<file path="src/rtl/loop_activity_monitor.sv">
// Passive observer for one HLS block: watches the ap_* handshake and the
// pipelined-loop FSM, and accumulates saturating counters plus sticky status.
module loop_activity_monitor #(
   parameter int STATE_W = 1,
   parameter int CNT_W   = 32
) (
   input  logic               clock,
   input  logic               reset,
   input  logic               ap_start,
   input  logic               ap_ready,
   input  logic               ap_done,
   input  logic               ap_continue,
   input  logic               finish,
   input  logic [STATE_W-1:0] cur_state,
   input  logic [STATE_W-1:0] iter_start_state,
   input  logic [STATE_W-1:0] iter_end_state,
   input  logic [STATE_W-1:0] quit_state,
   input  logic               iter_start_block,
   input  logic               iter_end_block,
   input  logic               quit_block,
   input  logic               iter_start_enable,
   input  logic               iter_end_enable,
   input  logic               quit_enable,
   input  logic               loop_start,
   input  logic               loop_ready,
   input  logic               loop_done,
   input  logic               loop_continue,
   input  logic               quit_at_end,
   output logic               module_busy,
   output logic               loop_active,
   output logic [CNT_W-1:0]   txn_count,
   output logic [CNT_W-1:0]   lat_last,
   output logic [CNT_W-1:0]   lat_max,
   output logic [CNT_W-1:0]   iter_start_count,
   output logic [CNT_W-1:0]   iter_end_count,
   output logic [CNT_W-1:0]   stall_count,
   output logic [CNT_W-1:0]   loop_count,
   output logic [CNT_W-1:0]   inflight,
   output logic               quit_error,
   output logic               finished
);

   typedef enum logic [1:0] {M_IDLE, M_BUSY, M_DONE_WAIT} mod_state_t;
   typedef enum logic       {L_IDLE, L_ACTIVE}            loop_state_t;

   localparam logic [CNT_W-1:0] CNT_MAX = '1;
   localparam logic [CNT_W-1:0] CNT_ONE = {{(CNT_W-1){1'b0}}, 1'b1};

   function automatic logic [CNT_W-1:0] sat_inc(input logic [CNT_W-1:0] v);
      return (v == CNT_MAX) ? v : v + CNT_ONE;
   endfunction

   mod_state_t        mstate, mstate_nxt;
   loop_state_t       lstate, lstate_nxt;
   logic [CNT_W-1:0]  lat_cnt, lat_cnt_nxt;
   logic [CNT_W-1:0]  txn_nxt, lat_last_nxt, lat_max_nxt;
   logic [CNT_W-1:0]  start_nxt, end_nxt, stall_nxt, loop_cnt_nxt, inflight_nxt;
   logic [CNT_W-1:0]  rec_lat;
   logic              rec, quit, quit_match, err_nxt;
   logic              start_ev, end_ev, stall_ev;

   // loop_ready carries no information the monitor needs beyond loop_done
   logic unused_ok;
   assign unused_ok = loop_ready;

   // ---------------- module handshake FSM ----------------
   always_comb begin
      mstate_nxt   = mstate;
      lat_cnt_nxt  = lat_cnt;
      txn_nxt      = txn_count;
      lat_last_nxt = lat_last;
      lat_max_nxt  = lat_max;
      rec          = 1'b0;
      rec_lat      = '0;
      case (mstate)
         M_IDLE: begin
            if (ap_start) begin
               if (ap_done) begin
                  rec     = 1'b1;
                  rec_lat = CNT_ONE;
                  if (ap_continue) txn_nxt    = sat_inc(txn_count);
                  else             mstate_nxt = M_DONE_WAIT;
               end else begin
                  mstate_nxt  = M_BUSY;
                  lat_cnt_nxt = CNT_ONE;
               end
            end
         end
         M_BUSY: begin
            lat_cnt_nxt = sat_inc(lat_cnt);
            if (ap_done) begin
               // latency includes both the start and the done cycle
               rec     = 1'b1;
               rec_lat = sat_inc(lat_cnt);
               if (ap_continue) begin
                  txn_nxt    = sat_inc(txn_count);
                  mstate_nxt = M_IDLE;
               end else begin
                  mstate_nxt = M_DONE_WAIT;
               end
            end
         end
         M_DONE_WAIT: begin
            if (ap_continue) begin
               txn_nxt    = sat_inc(txn_count);
               mstate_nxt = M_IDLE;
            end
         end
         default: mstate_nxt = M_IDLE;
      endcase
      if (rec) begin
         lat_last_nxt = rec_lat;
         if (rec_lat > lat_max) lat_max_nxt = rec_lat;
      end
   end

   // ---------------- iteration events ----------------
   assign start_ev = (cur_state == iter_start_state) & iter_start_enable & ~iter_start_block;
   assign end_ev   = (cur_state == iter_end_state)   & iter_end_enable   & ~iter_end_block;
   assign stall_ev = (cur_state == iter_start_state) & iter_start_enable &  iter_start_block;

   always_comb begin
      start_nxt    = start_ev ? sat_inc(iter_start_count) : iter_start_count;
      end_nxt      = end_ev   ? sat_inc(iter_end_count)   : iter_end_count;
      stall_nxt    = (stall_ev && lstate == L_ACTIVE) ? sat_inc(stall_count) : stall_count;
      inflight_nxt = start_nxt - end_nxt;
   end

   // ---------------- loop FSM ----------------
   always_comb begin
      lstate_nxt = lstate;
      quit       = 1'b0;
      case (lstate)
         L_IDLE: begin
            if (loop_start) begin
               if (loop_done && loop_continue) quit       = 1'b1;
               else                            lstate_nxt = L_ACTIVE;
            end
         end
         L_ACTIVE: begin
            if (loop_done && loop_continue) begin
               quit       = 1'b1;
               lstate_nxt = L_IDLE;
            end
         end
         default: lstate_nxt = L_IDLE;
      endcase
   end

   assign quit_match   = (cur_state == quit_state) & quit_enable & ~quit_block;
   assign loop_cnt_nxt = quit ? sat_inc(loop_count) : loop_count;

   // inflight check on quit uses the post-update count so a retire in the
   // quit cycle itself is credited
   always_comb begin
      err_nxt = quit_error;
      if (quit && ((quit_at_end && inflight_nxt != '0) || !quit_match)) err_nxt = 1'b1;
      if (end_ev && inflight == '0)                                     err_nxt = 1'b1;
      if (ap_ready && mstate == M_IDLE && !ap_start)                    err_nxt = 1'b1;
   end

   always_ff @(posedge clock or negedge reset) begin
      if (!reset) begin
         mstate           <= M_IDLE;
         lstate           <= L_IDLE;
         lat_cnt          <= '0;
         txn_count        <= '0;
         lat_last         <= '0;
         lat_max          <= '0;
         iter_start_count <= '0;
         iter_end_count   <= '0;
         stall_count      <= '0;
         loop_count       <= '0;
         quit_error       <= 1'b0;
         finished         <= 1'b0;
      end else if (!finished) begin
         mstate           <= mstate_nxt;
         lstate           <= lstate_nxt;
         lat_cnt          <= lat_cnt_nxt;
         txn_count        <= txn_nxt;
         lat_last         <= lat_last_nxt;
         lat_max          <= lat_max_nxt;
         iter_start_count <= start_nxt;
         iter_end_count   <= end_nxt;
         stall_count      <= stall_nxt;
         loop_count       <= loop_cnt_nxt;
         quit_error       <= err_nxt;
         finished         <= finish;
      end
   end

   assign module_busy = (mstate != M_IDLE);
   assign loop_active = (lstate == L_ACTIVE);
   assign inflight    = iter_start_count - iter_end_count;

endmodule

</file>
<file path="config.mk">
export PLATFORM = sky130hd
export DESIGN_NAME = loop_activity_monitor
export DESIGN_NICKNAME = d
export VERILOG_FILES = /design/src/rtl/loop_activity_monitor.sv
export SDC_FILE = /design/constraint.sdc
export NUM_CORES = 1
export LEC_CHECK = 0
export BUFFER_PORTS_ARGS = -buffer_cell sky130_fd_sc_hd__buf_2
export CAP_MARGIN = 20
export CORE_MARGIN = 3
export CORE_UTILIZATION = 62
export CTS_CLUSTER_DIAMETER = 50
export DETAILED_ROUTE_END_ITERATION = 8
export PLACE_DENSITY = 0.87
export SKIP_LAST_GASP = 1
export SLEW_MARGIN = 40
export SYNTH_ARGS = -nofsm -noshare
export SYNTH_HDL_FRONTEND = slang
export SYNTH_SLANG_ARGS = --single-unit
</file>
<file path="constraint.sdc">
create_clock -name clock -period 14 [get_ports clock]
set_input_delay 1.4 -clock clock [delete_from_list [all_inputs] [get_ports clock]]
set_output_delay 1.4 -clock clock [all_outputs]
set_load 0.02 [all_outputs]
</file>
==> results.py <==
metrics = {
    "sta": {
        "drv_slew": 0,
        "setup_viol": 0,
        "slew_headroom": 0.5024,
        "skew_ns": 0.01403,
        "min_period_over_period": 0.4654,
        "whs_ns": 0.4902,
        "rsz0062_at_grt": "no",
        "worst_pin_slew_ns": 0.7419,
        "finalSetupTns_ns": 0,
        "hold_violations": 0,
        "setup_slack_ns": 7.484,
        "fmax_ghz": 0.1535,
        "fin_crit_ns": 6.516,
    },
    "place": {
        "gp_congestion": 0.9098,
        "placed_cell_area_sq_um": 18970,
        "dpl.cell_count": 2494,
        "portBuffers": 280,
        "pre_cts_ws_ns": 7.078,
        "dp_hpwl_mm": 33.98,
    },
    "finish": {
        "fin_cells": 2557,
        "layout_commonest_cell": "buf_2",
        "nFillCells": 1921,
        "final_area_sq_um": 20140,
        "final_nets": 2281,
        "fin_util": 0.7433,
        "layout-drive-gt1-share": 0.2030,
        "syn_to_final_growth_pct": 17.35,
        "mostFrequentLayoutCells": "buf_2 (279), dfrtp_1 (261), xnor2_1 (213)",
    },
    "run": {
        "maxCapViolCount": 0,
    },
    "clocking": {
        "cts_sinks": 261,
        "cts_tree": "built",
        "cts_buffer_depth": 3,
        "ctsHtreeMaxLevel": 2,
        "path_clk_slew_ns": 0.05,
        "clk_latency_ns": 0.51,
        "cts_resized": 0,
        "hold_buffers": 0,
        "cts_setup_buffers": 0,
        "cts_root_buf": "clkbuf_16",
        "numCtsBuffers": 34,
    },
    "grt": {
        "grt_max_degree": 78,
        "grt_pass1_wl_mm": 73.66,
        "grt_pass1_vias": 14921,
        "grtUsageTotal": 0.3002,
        "grt_overflow": 0,
        "antenna_found_initial": 2,
    },
    "floorplanning": {
        "dieArea_sq_um": 29720,
        "core_sq_um": 27100,
        "die-height_microns": 172.4,
        "io_pins": 282,
        "die_w_microns": 172.4,
        "start_util": 0.6334,
        "num_rows": 60,
    },
    "synth": {
        "synth-seq-cells": 261,
        "async_flop_share": 1.000,
        "netlist_area_sq_um": 17170,
        "synthFlopType": "dfrtp_1",
        "synthCells": 1880,
        "yosysSeqAreaShare": 0.3805,
        "avgSynthCellArea_sq_um": 9.130,
        "synth_edf_count": 0,
        "yosys.cell_types.count": 80,
        "ys_warn_count": 0,
        "synth_nets": 2003,
    },
    "detailed_routing": {
        "wl_per_cell_microns": 18.03,
        "vias": 15161,
        "drt_iter0_drc": 1118,
        "viasPerCell": 5.929,
        "drc": 0,
        "firstDrtPassIters": 7,
        "ant_nets": 0,
        "wirelength_mm": 46.10,
    },
    "pwr": {
        "ir_drop_mv": 0.07205,
        "leakage_nw": 10.07,
        "power_mw": 1.757,
        "power_density_nw_per_um2": 87.20,
    },
    "critical_path": {
        "required_ns": 14.38,
        "crit_fanout": 8,
        "worstSetupPathType": "input pin to register",
        "endpoint_kind": "register",
        "critPathLaunchType": "input pin",
        "r2r_setup_slack_ns": 8.03,
        "critPathArrivalTime_ns": 6.90,
    },
    "worst_hold_path": {
        "hp-class": "register to register",
    },
    "status": {
        "outcome": "complete, no violations",
    },
}
-- worst max-delay path, stage by stage --
cell and delay (ns):
buf_2 0.13, xnor2_1 0.18, nand3b_1 0.29, a41oi_2 0.49, and4_1 0.37, nand3_2 0.13
or3_4 0.39, nor4_4 0.35, and3_1 0.34, xnor2_1 0.10, ha_1 0.45, and4_1 0.30
nand4_1 0.14, or3_1 0.46, a21boi_0 0.30, o21a_1 0.15, o2111ai_1 0.12, nor4_1 0.31
nand4_1 0.17, o31ai_1 0.24, nand2_1 0.07
-- layer usage --
| metal | GRT usage | part of all wire | vias to the layer above |
|---|---|---|---|
| met4 | 0.1274 | 0.040 | 0 |
| met3 | 0.03932 | 0.057 | 138 |
| li1 | - | - | 7149 |
| met1 | 0.3735 | 0.40 | 7317 |
| met5 | 0 | 0 | - |
| met2 | 0.5257 | 0.50 | 557 |
-- synthesized netlist by cell type (all sizes together), types with 7 or more instances --
cell type	n	area, sq um
nor3	49	265.3
and4	21	183.9
or2	8	50.05
nand2b	18	112.6
ha	100	1251
and3	37	231.5
nor4	13	102.6
a21oi	64	324.1
and2	25	156.4
dfrtp	261	6531
nor2b	20	125.1
nand3	81	410.4
nor2	186	698.2
clkbuf	39	156.4
o21a	10	75.07
mux2i	9	90.09
a21o	30	226.5
o211ai	7	52.55
nand3b	9	67.56
or3	8	60.06
o31ai	14	105.1
nand4	53	337.8
buf	10	47.55
xor2	75	656.9
nand2	169	634.4
a211oi	7	62.56
xnor2	213	1866
mux2	67	754.5
a31oi	16	100.1
o21ai	97	485.5
inv	103	386.6
-- cell families (layout without fill, tap and decap cells) --
group,after synthesis,in the layout,synth area share
AND/OR/NAND/NOR,711,711,0.2077
AO/OA/AOI/OAI,291,291,0.1072
XOR/XNOR,288,288,0.1469
flip-flops,261,261,0.3805
buffers and inverters,152,454,0.03441
adder cells (fa/ha/maj),101,101,0.07406
multiplexers,76,76,0.04920
other,0,3,0
-- path summary, 6_finish.rpt --
| path | startpoint | endpoint | cells past startpoint |
|---|---|---|---|
| max | cur_state | quit_error | 21 |
| min | txn_count[17] | txn_count[17] | 1 |
| max reg2reg | iter_end_count[0] | quit_error | 21 |
| min reg2reg | txn_count[17] | txn_count[17] | 1 |
| max in group asynchronous | reset | iter_start_count[31] | 2 |
| min in group asynchronous | reset | lat_last[25] | 1 |
-- sequential cells by signal, summed over array words and instances (netlist names), 2 cells and up --
register and flops:
txn_count 32, stall_count 32, lat_cnt 32, lat_max 32
iter_end_count 32, mstate 2, lat_last 32, loop_count 32
iter_start_count 32
-- area by class of cell --
cell class / count / area [sq um] / share of cell area
diodes: 3 / 7.507 / 0.0003727
clock buffers: 42 / 942.2 / 0.04677
clock inverters: 18 / 201.4 / 0.01000
inverters: 103 / 386.6 / 0.01919
multi-input cells: 1467 / 10090 / 0.5008
flip-flops and latches: 261 / 6531 / 0.3242
well taps: 372 / 465.4 / 0.02311
repair buffers: 291 / 1521 / 0.07553
-- report_power, final --
| group | total [mW] | internal (mW) | switching [mW] | leakage, nW |
|---|---|---|---|---|
| clock | 0.875 | 0.526 | 0.349 | 0.558 |
| sequential | 0.775 | 0.762 | 0.0122 | 3.34 |
| combinational | 0.107 | 0.0374 | 0.0695 | 6.18 |
| total | 1.76 | 1.33 | 0.431 | 10.1 |
Note: power is estimated with default switching activity, not from simulation.
